`src/rtl/reg_operand_fetch_pkg.sv`:
```
// -----------------------------------------------------------------------------
// reg_operand_fetch_pkg
// Shared definitions for the register-bank operand fetch path:
//   - fetch FSM state encoding
//   - register count / index width
//   - one-hot write-enable decoder (valid flag plus index), usable by any
//     block that watches the bank write port
// -----------------------------------------------------------------------------
package reg_operand_fetch_pkg;

  localparam int NREGS = 8;
  localparam int IDX_W = 3;

  typedef enum logic [1:0] {
    IDLE = 2'd0,
    READ = 2'd1,
    HOLD = 2'd2
  } fetch_state_e;

  typedef struct packed {
    logic             valid;
    logic [IDX_W-1:0] idx;
  } onehot_res_t;

  // Decode a bank write enable: valid only when exactly one bit is set.
  function automatic onehot_res_t onehot_check(input logic [NREGS-1:0] en);
    onehot_res_t res;
    logic [3:0]  cnt;
    res.valid = 1'b0;
    res.idx   = {IDX_W{1'b0}};
    cnt       = 4'd0;
    for (int i = 0; i < NREGS; i++) begin
      if (en[i]) begin
        cnt     = cnt + 4'd1;
        res.idx = i[IDX_W-1:0];
      end else begin
        cnt     = cnt;
      end
    end
    res.valid = (cnt == 4'd1);
    return res;
  endfunction

endpackage

```
`src/rtl/reg_operand_fetch_if.sv`:
```
// -----------------------------------------------------------------------------
// reg_operand_fetch_if
// Request and result handshakes of the operand fetch block.
//   req_valid / req_ready / src_a / src_b : fetch request (issue side)
//   out_valid / out_ready / op_a / op_b   : operands to execute stage
// Modports:
//   master : issue/execute side (drives requests, consumes operands)
//   slave  : the fetch block
// -----------------------------------------------------------------------------
interface reg_operand_fetch_if
  import reg_operand_fetch_pkg::*;
#(
  parameter int WIDTH = 16
);

  logic             req_valid;
  logic             req_ready;
  logic [IDX_W-1:0] src_a;
  logic [IDX_W-1:0] src_b;
  logic             out_valid;
  logic             out_ready;
  logic [WIDTH-1:0] op_a;
  logic [WIDTH-1:0] op_b;

  modport master (
    output req_valid, src_a, src_b, out_ready,
    input  req_ready, out_valid, op_a, op_b
  );

  modport slave (
    input  req_valid, src_a, src_b, out_ready,
    output req_ready, out_valid, op_a, op_b
  );

endinterface

```
`src/rtl/reg_bypass_mux.sv`:
```
// -----------------------------------------------------------------------------
// reg_bypass_mux
// Combinational read mux for one operand with write forwarding.
// Ports:
//   idx      in  register index to read
//   q0..q7   in  current bank outputs
//   wr_en    in  bank write enable (expected one-hot)
//   wr_data  in  bank write data
//   sel_data out wr_data when a valid one-hot write targets idx, else q[idx]
//   hit      out a valid one-hot write targets idx this cycle
// -----------------------------------------------------------------------------
module reg_bypass_mux
  import reg_operand_fetch_pkg::*;
#(
  parameter int WIDTH = 16
) (
  input  logic [IDX_W-1:0] idx,
  input  logic [WIDTH-1:0] q0,
  input  logic [WIDTH-1:0] q1,
  input  logic [WIDTH-1:0] q2,
  input  logic [WIDTH-1:0] q3,
  input  logic [WIDTH-1:0] q4,
  input  logic [WIDTH-1:0] q5,
  input  logic [WIDTH-1:0] q6,
  input  logic [WIDTH-1:0] q7,
  input  logic [NREGS-1:0] wr_en,
  input  logic [WIDTH-1:0] wr_data,
  output logic [WIDTH-1:0] sel_data,
  output logic             hit
);

  onehot_res_t      wr_dec_s;
  logic [WIDTH-1:0] q_sel_s;

  // Forward only a clean one-hot write; multi-bit enables never bypass.
  always_comb begin
    wr_dec_s = onehot_check(wr_en);
    if (wr_dec_s.valid && (wr_dec_s.idx == idx)) begin
      hit = 1'b1;
    end else begin
      hit = 1'b0;
    end
  end

  // Plain register read.
  always_comb begin
    q_sel_s = {WIDTH{1'b0}};
    case (idx)
      3'd0:    q_sel_s = q0;
      3'd1:    q_sel_s = q1;
      3'd2:    q_sel_s = q2;
      3'd3:    q_sel_s = q3;
      3'd4:    q_sel_s = q4;
      3'd5:    q_sel_s = q5;
      3'd6:    q_sel_s = q6;
      3'd7:    q_sel_s = q7;
      default: q_sel_s = {WIDTH{1'b0}};
    endcase
  end

  // Forwarded value takes priority over the stale register value.
  always_comb begin
    if (hit) begin
      sel_data = wr_data;
    end else begin
      sel_data = q_sel_s;
    end
  end

endmodule

```
`src/rtl/reg_operand_fetch.sv`:
```
// -----------------------------------------------------------------------------
// reg_operand_fetch
// Read side of the 8x16 register bank. Accepts a two-operand fetch, reads the
// bank one cycle later (with same-cycle write forwarding), then holds the
// operands for the execute stage, tracking bank writes until consumed.
// Ports:
//   clk, rst_n      clock, asynchronous active-low reset
//   bus (slave)     req_valid/req_ready/src_a/src_b, out_valid/out_ready/op_a/op_b
//   q0..q7          bank outputs
//   wr_en, wr_data  bank write port (one-hot enable)
//   bypass_err      sticky: a multi-bit wr_en was observed
//   fetch_count     completed fetches, wraps at 16 bits
// -----------------------------------------------------------------------------
module reg_operand_fetch
  import reg_operand_fetch_pkg::*;
#(
  parameter int WIDTH = 16
) (
  input  logic                 clk,
  input  logic                 rst_n,
  reg_operand_fetch_if.slave   bus,
  input  logic [WIDTH-1:0]     q0,
  input  logic [WIDTH-1:0]     q1,
  input  logic [WIDTH-1:0]     q2,
  input  logic [WIDTH-1:0]     q3,
  input  logic [WIDTH-1:0]     q4,
  input  logic [WIDTH-1:0]     q5,
  input  logic [WIDTH-1:0]     q6,
  input  logic [WIDTH-1:0]     q7,
  input  logic [NREGS-1:0]     wr_en,
  input  logic [WIDTH-1:0]     wr_data,
  output logic                 bypass_err,
  output logic [15:0]          fetch_count
);

  fetch_state_e     state_r;
  fetch_state_e     state_nxt_s;
  logic [IDX_W-1:0] idx_a_r;
  logic [IDX_W-1:0] idx_b_r;
  logic [WIDTH-1:0] op_a_r;
  logic [WIDTH-1:0] op_b_r;
  logic [WIDTH-1:0] sel_a_s;
  logic [WIDTH-1:0] sel_b_s;
  logic             hit_a_s;
  logic             hit_b_s;
  logic             req_ready_r;
  logic             out_valid_r;
  logic             bypass_err_r;
  logic [15:0]      fetch_count_r;
  logic             wr_multi_s;

  // Muxes index the latched sources: in READ they produce the fetched value,
  // in HOLD their hit flags mark operands overwritten by the bank.
  reg_bypass_mux #(.WIDTH(WIDTH)) u_mux_a (
    .idx      (idx_a_r),
    .q0       (q0), .q1 (q1), .q2 (q2), .q3 (q3),
    .q4       (q4), .q5 (q5), .q6 (q6), .q7 (q7),
    .wr_en    (wr_en),
    .wr_data  (wr_data),
    .sel_data (sel_a_s),
    .hit      (hit_a_s)
  );

  reg_bypass_mux #(.WIDTH(WIDTH)) u_mux_b (
    .idx      (idx_b_r),
    .q0       (q0), .q1 (q1), .q2 (q2), .q3 (q3),
    .q4       (q4), .q5 (q5), .q6 (q6), .q7 (q7),
    .wr_en    (wr_en),
    .wr_data  (wr_data),
    .sel_data (sel_b_s),
    .hit      (hit_b_s)
  );

  // More than one enable bit set: clearing the lowest set bit leaves bits.
  always_comb begin
    if ((wr_en & (wr_en - 8'd1)) != 8'd0) begin
      wr_multi_s = 1'b1;
    end else begin
      wr_multi_s = 1'b0;
    end
  end

  // FSM next state.
  always_comb begin
    state_nxt_s = state_r;
    case (state_r)
      IDLE: begin
        if (bus.req_valid) begin
          state_nxt_s = READ;
        end else begin
          state_nxt_s = IDLE;
        end
      end
      READ: state_nxt_s = HOLD;
      HOLD: begin
        if (bus.out_ready) begin
          state_nxt_s = IDLE;
        end else begin
          state_nxt_s = HOLD;
        end
      end
      default: state_nxt_s = IDLE;
    endcase
  end

  // FSM state register plus handshake flags registered from the next state.
  always_ff @(posedge clk or negedge rst_n) begin
    if (!rst_n) begin
      state_r     <= IDLE;
      req_ready_r <= 1'b1;
      out_valid_r <= 1'b0;
    end else begin
      state_r     <= state_nxt_s;
      req_ready_r <= (state_nxt_s == IDLE);
      out_valid_r <= (state_nxt_s == HOLD);
    end
  end

  // Index latch and operand registers.
  always_ff @(posedge clk or negedge rst_n) begin
    if (!rst_n) begin
      idx_a_r <= {IDX_W{1'b0}};
      idx_b_r <= {IDX_W{1'b0}};
      op_a_r  <= {WIDTH{1'b0}};
      op_b_r  <= {WIDTH{1'b0}};
    end else begin
      case (state_r)
        IDLE: begin
          if (bus.req_valid) begin
            idx_a_r <= bus.src_a;
            idx_b_r <= bus.src_b;
          end
        end
        READ: begin
          op_a_r <= sel_a_s;
          op_b_r <= sel_b_s;
        end
        HOLD: begin
          // A consuming handshake takes the operands as they are.
          if (!bus.out_ready) begin
            if (hit_a_s) op_a_r <= wr_data;
            if (hit_b_s) op_b_r <= wr_data;
          end
        end
        default: begin
          op_a_r <= op_a_r;
          op_b_r <= op_b_r;
        end
      endcase
    end
  end

  // Sticky enable-error flag and completed-fetch counter.
  always_ff @(posedge clk or negedge rst_n) begin
    if (!rst_n) begin
      bypass_err_r  <= 1'b0;
      fetch_count_r <= 16'd0;
    end else begin
      if (wr_multi_s) bypass_err_r <= 1'b1;
      if ((state_r == HOLD) && bus.out_ready) begin
        fetch_count_r <= fetch_count_r + 16'd1;
      end
    end
  end

  assign bus.req_ready = req_ready_r;
  assign bus.out_valid = out_valid_r;
  assign bus.op_a      = op_a_r;
  assign bus.op_b      = op_b_r;
  assign bypass_err    = bypass_err_r;
  assign fetch_count   = fetch_count_r;

endmodule

```
`src/flat_wrapper.sv`:
```
// flat-port wrapper written by rule: the top's interface ports become plain ports
module reg_operand_fetch_flat import reg_operand_fetch_pkg::*;
#(
  parameter int WIDTH = 16
)
  (clk, rst_n, q0, q1, q2, q3, q4, q5, q6, q7, wr_en, wr_data, bypass_err, fetch_count, bus_req_valid, bus_src_a, bus_src_b, bus_out_ready, bus_req_ready, bus_out_valid, bus_op_a, bus_op_b);
  reg_operand_fetch_if #(.WIDTH(WIDTH)) bus_i ();
  input  logic clk;
  input  logic rst_n;
  input  logic [WIDTH-1:0] q0;
  input  logic [WIDTH-1:0] q1;
  input  logic [WIDTH-1:0] q2;
  input  logic [WIDTH-1:0] q3;
  input  logic [WIDTH-1:0] q4;
  input  logic [WIDTH-1:0] q5;
  input  logic [WIDTH-1:0] q6;
  input  logic [WIDTH-1:0] q7;
  input  logic [NREGS-1:0] wr_en;
  input  logic [WIDTH-1:0] wr_data;
  output logic bypass_err;
  output logic [15:0] fetch_count;
  input wire logic [$bits(bus_i.req_valid)-1:0] bus_req_valid;
  input wire logic [$bits(bus_i.src_a)-1:0] bus_src_a;
  input wire logic [$bits(bus_i.src_b)-1:0] bus_src_b;
  input wire logic [$bits(bus_i.out_ready)-1:0] bus_out_ready;
  output wire logic [$bits(bus_i.req_ready)-1:0] bus_req_ready;
  output wire logic [$bits(bus_i.out_valid)-1:0] bus_out_valid;
  output wire logic [$bits(bus_i.op_a)-1:0] bus_op_a;
  output wire logic [$bits(bus_i.op_b)-1:0] bus_op_b;
  assign bus_i.req_valid = bus_req_valid;
  assign bus_i.src_a = bus_src_a;
  assign bus_i.src_b = bus_src_b;
  assign bus_i.out_ready = bus_out_ready;
  assign bus_req_ready = bus_i.req_ready;
  assign bus_out_valid = bus_i.out_valid;
  assign bus_op_a = bus_i.op_a;
  assign bus_op_b = bus_i.op_b;
  reg_operand_fetch #(.WIDTH(WIDTH)) u_core (.clk(clk), .rst_n(rst_n), .bus(bus_i), .q0(q0), .q1(q1), .q2(q2), .q3(q3), .q4(q4), .q5(q5), .q6(q6), .q7(q7), .wr_en(wr_en), .wr_data(wr_data), .bypass_err(bypass_err), .fetch_count(fetch_count));
endmodule
```
`config.mk`:
```
export PLATFORM = sky130hd
export DESIGN_NAME = reg_operand_fetch_flat
export DESIGN_NICKNAME = d
export VERILOG_FILES = /design/src/rtl/reg_operand_fetch_pkg.sv /design/src/rtl/reg_operand_fetch_if.sv /design/src/rtl/reg_bypass_mux.sv /design/src/rtl/reg_operand_fetch.sv /design/src/flat_wrapper.sv
export SDC_FILE = /design/constraint.sdc
export NUM_CORES = 1
export LEC_CHECK = 0
export BUFFER_PORTS_ARGS = -buffer_cell sky130_fd_sc_hd__buf_2
export CAP_MARGIN = 40
export CORE_MARGIN = 1
export CORE_UTILIZATION = 51
export DETAILED_ROUTE_END_ITERATION = 6
export PLACE_DENSITY = 0.89
export SETUP_SLACK_MARGIN = 0.1
export SLEW_MARGIN = 20
export SYNTH_ARGS = -nofsm -noshare
export SYNTH_HDL_FRONTEND = slang
export SYNTH_SLANG_ARGS = --single-unit
```
`constraint.sdc`:
```
create_clock -name clk -period 3.14 [get_ports clk]
set_input_delay 0.785 -clock clk [delete_from_list [all_inputs] [get_ports clk]]
set_output_delay 0.785 -clock clk [all_outputs]
set_load 0.05 [all_outputs]
```
==> results of run 1 <==
==> cells by family (layout without fill, tap and decap cells) <==
| family | count (synthesis) | in the layout |
|---|---|---|
| AO/OA/AOI/OAI | 144 | 144 |
| multiplexers | 115 | 115 |
| other | 0 | 3 |
| AND/OR/NAND/NOR | 182 | 182 |
| XOR/XNOR | 29 | 29 |
| adder cells (fa/ha/maj) | 10 | 10 |
| flip-flops | 59 | 59 |
| buffers and inverters | 71 | 322 |
==> power by group through the flow <==
stage	Clock (uW)	Combinational, uW	Sequential (uW)
4_1_cts	714	5740	1450
3_5_place_dp	0	5260	1450
5_1_grt	754	6290	1510
3_3_place_gp	0	5130	1430
2_1_floorplan	0	3150	2120
6_report	723	5980	1490
==> final timing paths <==
check                                         endpoint              startpoint  slack [ns]  depth (start not counted)
worst max-delay path               u_core.bus.op_a[11]                wr_en[0]       -1.88                         28
worst min-delay path               u_core.bus.op_a[14]                   rst_n        0.47                          1
max in group asynchronous       u_core.fetch_count[13]                   rst_n        2.05                          2
min in group clk                u_core.fetch_count[15]  u_core.fetch_count[15]        0.48                          1
worst max register to register      u_core.bus.op_a[1]       u_core.idx_a_r[1]        0.40                          9
worst min register to register  u_core.fetch_count[15]  u_core.fetch_count[15]        0.48                          1
==> cell type report <==
cell class | instances | area share
Clock inverter | 2 | 0.00449
Timing Repair Buffer | 284 | 0.232
Multi-Input combinational cell | 480 | 0.517
Tap cell | 136 | 0.0218
Clock buffer | 12 | 0.0212
Sequential cell | 59 | 0.190
Inverter | 24 | 0.0135
Antenna cell | 3 | 0.000962
==> through the flow <==
stage,util,instance area [sq um]
2_1_floorplan,-,5680
3_3_place_gp,0.682,7140
3_5_place_dp,0.682,7140
4_1_cts,0.736,7700
5_1_grt,0.746,7800
6_report,0.746,7800
==> registers in the layout, summed over array words and instances, names as in the netlist <==
name and cells:
u_core.idx_a_r 3, u_core.bus.op_b 16, u_core.idx_b_r 3, u_core.bus.out_valid 1, u_core.bus.op_a 16, u_core.bypass_err 1, u_core.fetch_count 16, u_core.bus.req_ready 1
u_core.state_r 2
==> layer usage <==
metal	GRT usage	vias up	wire length, microns
met5	0	-	0
met4	0.227	0	1360
met3	0.0858	115	1970
met2	0.664	447	10600
met1	0.418	2972	7520
li1	-	2750	-
==> what timing repair did <==
action / in CTS / in global routing
setup buffers: 13 / 2
cloned: 4 / 0
pin swaps: 9 / 3
setup endpoints to repair: 32 / 32
resized for setup: 44 / 22
==> placed cells by master (no fill, tap or decap), types with 6 or more instances in the layout <==
master    synthesis  layout
buf_2             6     210
a211oi_1          6       6
a22o_1            7       7
and3_1            7       7
mux2i_1          31      31
a31oi_1           8       8
nand2_1          46      43
o21ai_0          31      26
nor2_1           66      56
clkbuf_8          0      12
o22ai_1          14      14
buf_6             3      11
nand2b_1         16      15
xnor2_1          16      15
buf_4             0      52
dfrtp_1          58      54
nand3_1          23      22
a21oi_1          34      33
inv_1            23      20
mux2_2           48      33
mux4_2           23      23
nor2_4            0       6
o211ai_1          9       9
a221oi_1          9       9
xor2_1            9       9
mux2_4           10      28
buf_12            0       6
==> worst max-delay path, delay by kind of cell <==
kind                     cells  cell delay, ns
buffers and inverters        4            0.41
XOR/XNOR                     3            0.59
AND/OR/NAND/NOR              8            0.84
adder cells (fa/ha/maj)      6            1.53
AO/OA/AOI/OAI                5            0.49
multiplexers                 2            0.59
==> impl_metrics.toml, run 1 <==
[yosys]
avgSynthCellArea_sq_um = 9.11
yosysTopAreaCell = "dfrtp_1"
synthXorXnorAreaFrac = 0.0560
syn_nets = 781
synth_fa_ha_area_frac = 0.0221
syn_area_sq_um = 5560
synth_cell_type_count = 60
synth-edff-count = 0
async_flop_share = 1.00
synth-simple-area-share = 0.154
ys_ff_latch = 59
yosysMostFrequentCell = "nor2_1"
ys_dominant_reg_cell = "dfrtp_1"
synth_mux_area_frac = 0.279
ys_seq_area_frac = 0.266
synth-compound-area-share = 0.169
synth_top_family_by_area = "multiplexers"
synth_common_cells = "nor2_1 (66), dfrtp_1 (58), mux2_2 (48)"
synth_cells = 610
synth.area.top_cells = "dfrtp_1 (26%), mux2_2 (9.7%), mux4_2 (9.3%)"
yosys_warnings = 0
netlist.area_leader.share = 0.261

[cells_and_area]
final-instance-count-excl-fill = 1000
final_nets = 1029
drive_gt1_frac = 0.497
fillers = 752
area_growth_pct = 40.4
regArea_sq_um = 1480
multiInputGateArea_sq_um = 4030

[detailed_routing]
finalWirelength_mm = 21.5
drc = 0
vias_per_cell = 6.28
first_iter_violations = 484
dr.pass1.iters = 5
routedWlPerCell_microns = 21.5
antenna_left = 0
vias = 6284

[critical_path]
crit_arrival_ns = 5.25
critPathCaptureType = "flip-flop"
start_kind = "primary input"
cpPeakStageDelay_ns = 0.33
critical_path_class = "in -> reg"
path_max_fanout = 6
crit_slowest_cell = "mux2_2"
crit_required_ns = 3.37

[sta]
slew_headroom = 0.559
finalWorstSetupSlack_ns = -1.88
final_hold_viol_count = 0
fin_crit_ns = 5.02
finalCritPeriodShare = 1.60
timing.fmax_ghz = 0.199
worstMarginPinSlew_ns = 0.662
rsz0062_at_grt = "yes"
finClkSkew_ns = 0.0115
fin_setup_tns_ns = -58.44
whs_ns = 0.467
slew_viol_final = 0
setup_viol = 32

[global_route]
grtUsageTotal = 0.379
grt_pass1_vias = 6186
grt-ovfl-total = 0
grt_max_degree = 36
antenna_found_initial = 1
grt_pass1_wl_mm = 32.3

[power_and_ir_drop]
p_leak_uw = 0.00372
combPwrFrac = 0.730
clkPwrFrac = 0.088
switchingPower_uw = 4020
p_per_area_nw_per_um2 = 1050
intPower_uw = 4170
total_power_uw = 8190
pwr-share-seq = 0.182
peakVddDrop_mv = 0.538
swShare = 0.491

[placed_design]
pre_cts_slack_ns = -2.21
numPortBuffers = 212
dp_cells = 964
hpwl_mm = 15.6
place.gp.congestion = 0.947

[clocking]
cts_buffer_depth = 2
tritoncts = "done"
cts_made_buffers = 9
path_clk_slew_ns = 0.07
clock_latency_ns = 0.35
cts_sinks = 59
htree_num_levels = 3
cts-root-buf = "clkbuf_8"
cts_hold_buf = 0

[floorplanning]
fp.dieW_microns = 106
fp.coreArea_sq_um = 10500
die-area_sq_um = 11300
initial_core_util = 0.531
rows = 37
io_pins = 213
die_y_microns = 106

[outcome]
status = "finished, violations left"
violations = "setup timing"

[worst_hold_path]
hp-class = "in -> async"

[run]
cap_violations = 0
Power figures use the tool's default switching activity.
==> run 2, diff against run 1 <==
- CORE_UTILIZATION: 51 -> 45
- PLACE_DENSITY: 0.89 -> 0.8
==> impl_metrics.toml, run 2 (synthesis gave the netlist of run 1 again) <==
[critical_path]
cpPeakStageDelay_ns = 0.30
r2r_slack_ns = 0.41
crit_slowest_cell = "mux2_4"
path_max_fanout = 4
rr_worst_depth = 9
path_common_cell = "ha_4"
crit_arrival_ns = 5.28
startpoint = "wr_en[1]"
crit_required_ns = 3.35
critical_path_class = "in -> reg"
worst_r2r_endpoint = "u_core.bus.op_a[15]"
crit_path_end = "u_core.bus.op_b[1]"
r2r_start = "u_core.idx_a_r[2]"
start_kind = "primary input"
critPathCaptureType = "flip-flop"

[sta]
worstMarginPinSlew_ns = 0.712
slew_viol_final = 0
fin_crit_ns = 5.07
fin_setup_tns_ns = -59.71
finalCritPeriodShare = 1.62
finClkSkew_ns = 0.00903
timing.fmax_ghz = 0.197
rsz0062_at_grt = "yes"
finalWorstSetupSlack_ns = -1.93
setup_viol = 32
slew_headroom = 0.525
final_hold_viol_count = 0

[cells_and_area]
drive_gt1_frac = 0.504
area_growth_pct = 44.8
final_nets = 1035
layout_common_cells = "buf_2 (210), nor2_1 (63), buf_4 (56)"
final_common_cell = "buf_2"
final_cell_area_sq_um = 8050

[detailed_routing]
dr.pass1.iters = 4
drc = 0
finalWirelength_mm = 21.8
vias = 6287
routedWlPerCell_microns = 21.5
first_iter_violations = 546
vias_per_cell = 6.18
antenna_left = 0

[placed_design]
pre_cts_slack_ns = -2.22
numPortBuffers = 212
placed_cell_area_sq_um = 7130
hpwl_mm = 15.3
place.gp.congestion = 0.943

[power_and_ir_drop]
pwr-share-seq = 0.168
intPower_uw = 4530
clkPwrFrac = 0.116
peakVddDrop_mv = 0.477
combPwrFrac = 0.716
total_power_uw = 8640
p_per_area_nw_per_um2 = 1070
switchingPower_uw = 4100
p_leak_uw = 0.00382
swShare = 0.475

[global_route]
grt_pass1_vias = 6117
grtUsageTotal = 0.330
grt-ovfl-total = 0
grt_pass1_wl_mm = 32.5
antenna_found_initial = 2
grt_max_degree = 34

[clocking]
clock_latency_ns = 0.33
cts-root-buf = "clkbuf_16"
path_clk_slew_ns = 0.05
cts_hold_buf = 0
cts_sinks = 59
cts_buffer_depth = 2
cts_made_buffers = 9
htree_num_levels = 3
tritoncts = "done"

[floorplanning]
die_y_microns = 113
initial_core_util = 0.463
rows = 40
die-area_sq_um = 12800
fp.dieW_microns = 113
io_pins = 213
fp.coreArea_sq_um = 12000

[outcome]
violations = "setup timing"
status = "finished, violations left"

[worst_hold_path]
hp-class = "in -> async"

[run]
cap_violations = 0
-- run 2: cell type report --
cell class | count | area, sq um
fill | 910 | 3960
antenna | 2 | 5.00
tap | 147 | 184
multi-input combinational | 480 | 4070
clock inverter | 2 | 35.0
inverter | 24 | 105
sequential | 59 | 1480
clock buffer | 14 | 264
timing repair buffer | 290 | 1910
-- run 2: worst max-delay path, delay by kind of cell --
| kind | cells | cell delay, ns |
|---|---|---|
| muxes | 1 | 0.30 |
| buffers and inverters | 6 | 0.57 |
| adders and majority gates | 6 | 1.48 |
| AOI/OAI and AO/OA | 6 | 0.63 |
| and+or+nand+nor | 7 | 0.91 |
| xor gates and xnor gates | 3 | 0.58 |
-- run 2: worst min-delay path by stage --
stage	start	endpoint	slack [ns]	cells past startpoint
after floorplan	rst_n	u_core.bus.op_a[0]	0.49	0
after global placement	u_core.fetch_count[15]	u_core.fetch_count[15]	0.46	1
after detailed placement	u_core.fetch_count[15]	u_core.fetch_count[15]	0.46	1
after CTS	rst_n	u_core.fetch_count[14]	0.45	1
after global routing	rst_n	u_core.fetch_count[14]	0.46	1
final	rst_n	u_core.bus.op_b[13]	0.43	1
-- run 2: stage by stage --
stage | std cells | hold WS [ns] | utilization
finish | 1018 | 0.431 | 0.670
global route | 1016 | 0.462 | 0.670
CTS | 1010 | 0.446 | 0.657
detailed placement | 971 | 0.458 | 0.594
global placement | 971 | 0.455 | 0.594
floorplan | 610 | 0.489 | -
-- run 2: layer usage --
layer	vias to the layer above	part of all wire	wire length (microns)	GRT usage
li1	2772	-	-	-
met1	2991	0.37	8190	0.390
met2	446	0.48	10500	0.565
met3	76	0.11	2320	0.0905
met4	2	0.038	833	0.138
met5	-	0.00050	11	0
-- run 2: what timing repair did --
action,4_1_cts,5_1_grt
gates cloned,5,0
setup buffers,18,9
pin swaps,18,16
setup endpoints to repair,32,32
gates resized for setup,49,21
-- run 2: power by group through the flow --
stage | Combinational, uW | Sequential [uW] | Clock (uW)
2_1_floorplan | 3150 | 2120 | 0
3_3_place_gp | 5200 | 1430 | 0
3_5_place_dp | 5310 | 1430 | 0
4_1_cts | 5860 | 1430 | 1000
5_1_grt | 6490 | 1480 | 1040
6_report | 6180 | 1450 | 1000
==> run 3, diff against run 2 <==
- ABC_AREA: not set -> 1
- PLACE_DENSITY: 0.8 -> 0.81
==> impl_metrics.toml, run 3 <==
[global_route]
grt_pass1_vias = 6324
grt-ovfl-total = 0
antenna_found_initial = 3
grt_pass1_wl_mm = 31.6
grt_max_degree = 60
grtUsageTotal = 0.342

[sta]
whs_ns = 0.463
rsz0062_at_grt = "yes"
finalCritPeriodShare = 1.35
final_hold_viol_count = 0
setup_viol = 32
timing.fmax_ghz = 0.236
fin_crit_ns = 4.24
fin_setup_tns_ns = -33.06
slew_viol_final = 0
finalWorstSetupSlack_ns = -1.10
slew_headroom = 0.327
worstMarginPinSlew_ns = 1.01
finClkSkew_ns = 0.00605

[critical_path]
r2r_slack_ns = 0.42
r2r_start = "u_core.idx_a_r[0]"
crit_arrival_ns = 4.51
path_max_fanout = 8
worst_r2r_endpoint = "u_core.bus.op_a[5]"
startpoint = "wr_en[0]"
cpPeakStageDelay_ns = 0.28
crit_path_end = "u_core.bus.op_a[5]"
crit_required_ns = 3.40
critical_path_class = "in -> reg"
critPathCaptureType = "flip-flop"
crit_slowest_cell = "ha_4"
rr_worst_depth = 8
start_kind = "primary input"

[placed_design]
hpwl_mm = 15.4
numPortBuffers = 212
pre_cts_slack_ns = -1.50
placed_cell_area_sq_um = 6730
place.gp.congestion = 0.990

[outcome]
status = "finished, violations left"
violations = "setup timing"

[detailed_routing]
dr.pass1.iters = 6
routedWlPerCell_microns = 18.4
first_iter_violations = 911
vias = 7143
drc = 0
finalWirelength_mm = 22.2
antenna_left = 0
vias_per_cell = 5.92

[cells_and_area]
final_common_cell = "nand2_1"
final_cell_area_sq_um = 7670
area_growth_pct = 47.5
fillers = 941
final_nets = 1228
layout_common_cells = "nand2_1 (226), buf_2 (210), nand3_1 (109)"
drive_gt1_frac = 0.376

[floorplanning]
fp.dieW_microns = 109
io_pins = 213
fp.coreArea_sq_um = 11000
die_y_microns = 109
die-area_sq_um = 12000
rows = 38
initial_core_util = 0.471

[clocking]
htree_num_levels = 3
cts_made_buffers = 9
cts_sinks = 59
tritoncts = "done"
cts-root-buf = "clkbuf_16"
path_clk_slew_ns = 0.05
clock_latency_ns = 0.33
cts_buffer_depth = 2
cts_hold_buf = 0

[power_and_ir_drop]
p_leak_uw = 0.00405
p_per_area_nw_per_um2 = 917
peakVddDrop_mv = 0.637

[yosys]
yosysTopAreaCell = "dfrtp_1"
ys_dominant_reg_cell = "dfrtp_1"
syn_area_sq_um = 5200
ys_seq_area_frac = 0.284
synth-edff-count = 0
syn_nets = 971
synth.area.top_cells = "dfrtp_1 (28%), nand2_1 (18%), nand3_1 (14%)"
avgSynthCellArea_sq_um = 6.50
synth_common_cells = "nand2_1 (253), nand3_1 (141), inv_1 (83)"
netlist.area_leader.share = 0.279
synth_cells = 800
synth_cell_type_count = 42
yosys_warnings = 0
yosysMostFrequentCell = "nand2_1"
ys_ff_latch = 59
async_flop_share = 1.00

[run]
cap_violations = 0

[worst_hold_path]
hp-class = "reg -> reg"
min_path_cells = 1
run 3: cell types whose count changed after synthesis, sizes merged, moves of 16 or more:
cell	previous run	this run
nand2	46	262
nand2b	16	0
nand4	2	20
mux2	61	0
inv	23	88
mux4	23	0
mux2i	31	0
nor2	66	36
nand3	23	145
run 3: final cells by class:
type | count | area, sq um | share of cell area
repair buffers | 276 | 1660 | 0.216
inverters | 91 | 362 | 0.0472
flip-flops and latches | 59 | 1480 | 0.193
clock buffers | 11 | 243 | 0.0317
multi-input cells | 620 | 3690 | 0.481
clock inverters | 5 | 52.6 | 0.00685
diodes | 4 | 10.0 | 0.00131
well taps | 140 | 175 | 0.0228
run 3: stage by stage:
| step | utilization | std cells | power (uW) |
|---|---|---|---|
| after CTS | 0.660 | 1197 | 6530 |
| after detailed placement | 0.610 | 1169 | 5360 |
| after global placement | 0.610 | 1169 | 5320 |
| final | 0.695 | 1206 | 7030 |
| after floorplan | - | 800 | 4170 |
| after global routing | 0.695 | 1204 | 7400 |
run 3: how the worst min path moves through the flow:
stage                                       from                     end  slack [ns]
after floorplan                            rst_n      u_core.bus.op_a[0]        0.49
after global placement    u_core.fetch_count[15]  u_core.fetch_count[15]        0.46
after detailed placement  u_core.fetch_count[15]  u_core.fetch_count[15]        0.46
after CTS                 u_core.fetch_count[15]  u_core.fetch_count[15]        0.47
after global routing      u_core.fetch_count[15]  u_core.fetch_count[15]        0.48
final                     u_core.fetch_count[15]  u_core.fetch_count[15]        0.46
run 3: timing repair:
action	in CTS	in global routing
cloned	2	2
gates resized for setup	31	68
pin swaps	41	47
setup buffers	10	3
endpoints found under the setup margin	32	32
run 3: logic make-up (layout without fill, tap and decap cells):
kind of cell,after synthesis,after routing,synth area share
DFF,59,59,0.284
buffers and inverters,123,383,0.0958
and+or+nand+nor,477,479,0.418
AOI/OAI and AO/OA,115,115,0.152
other,0,4,0
adders and majority gates,9,9,0.0217
xor gates and xnor gates,17,17,0.0286
run 3: layer usage:
metal,vias up,GRT usage,part of all wire
li1,3245,-,-
met1,3227,0.454,0.38
met2,557,0.523,0.45
met3,112,0.0877,0.12
met4,2,0.150,0.052
met5,-,0,0.00041
run 3: where the power goes:
group	switching (uW)	internal, uW
Clock	357	631
Combinational	3260	1480
Sequential	246	1060
run 3: critical path, delay by kind of cell:
family | cells | cell delay (ns)
buffers and inverters | 5 | 0.46
AOI/OAI and AO/OA | 1 | 0.09
adders and majority gates | 6 | 1.43
and+or+nand+nor | 17 | 1.69
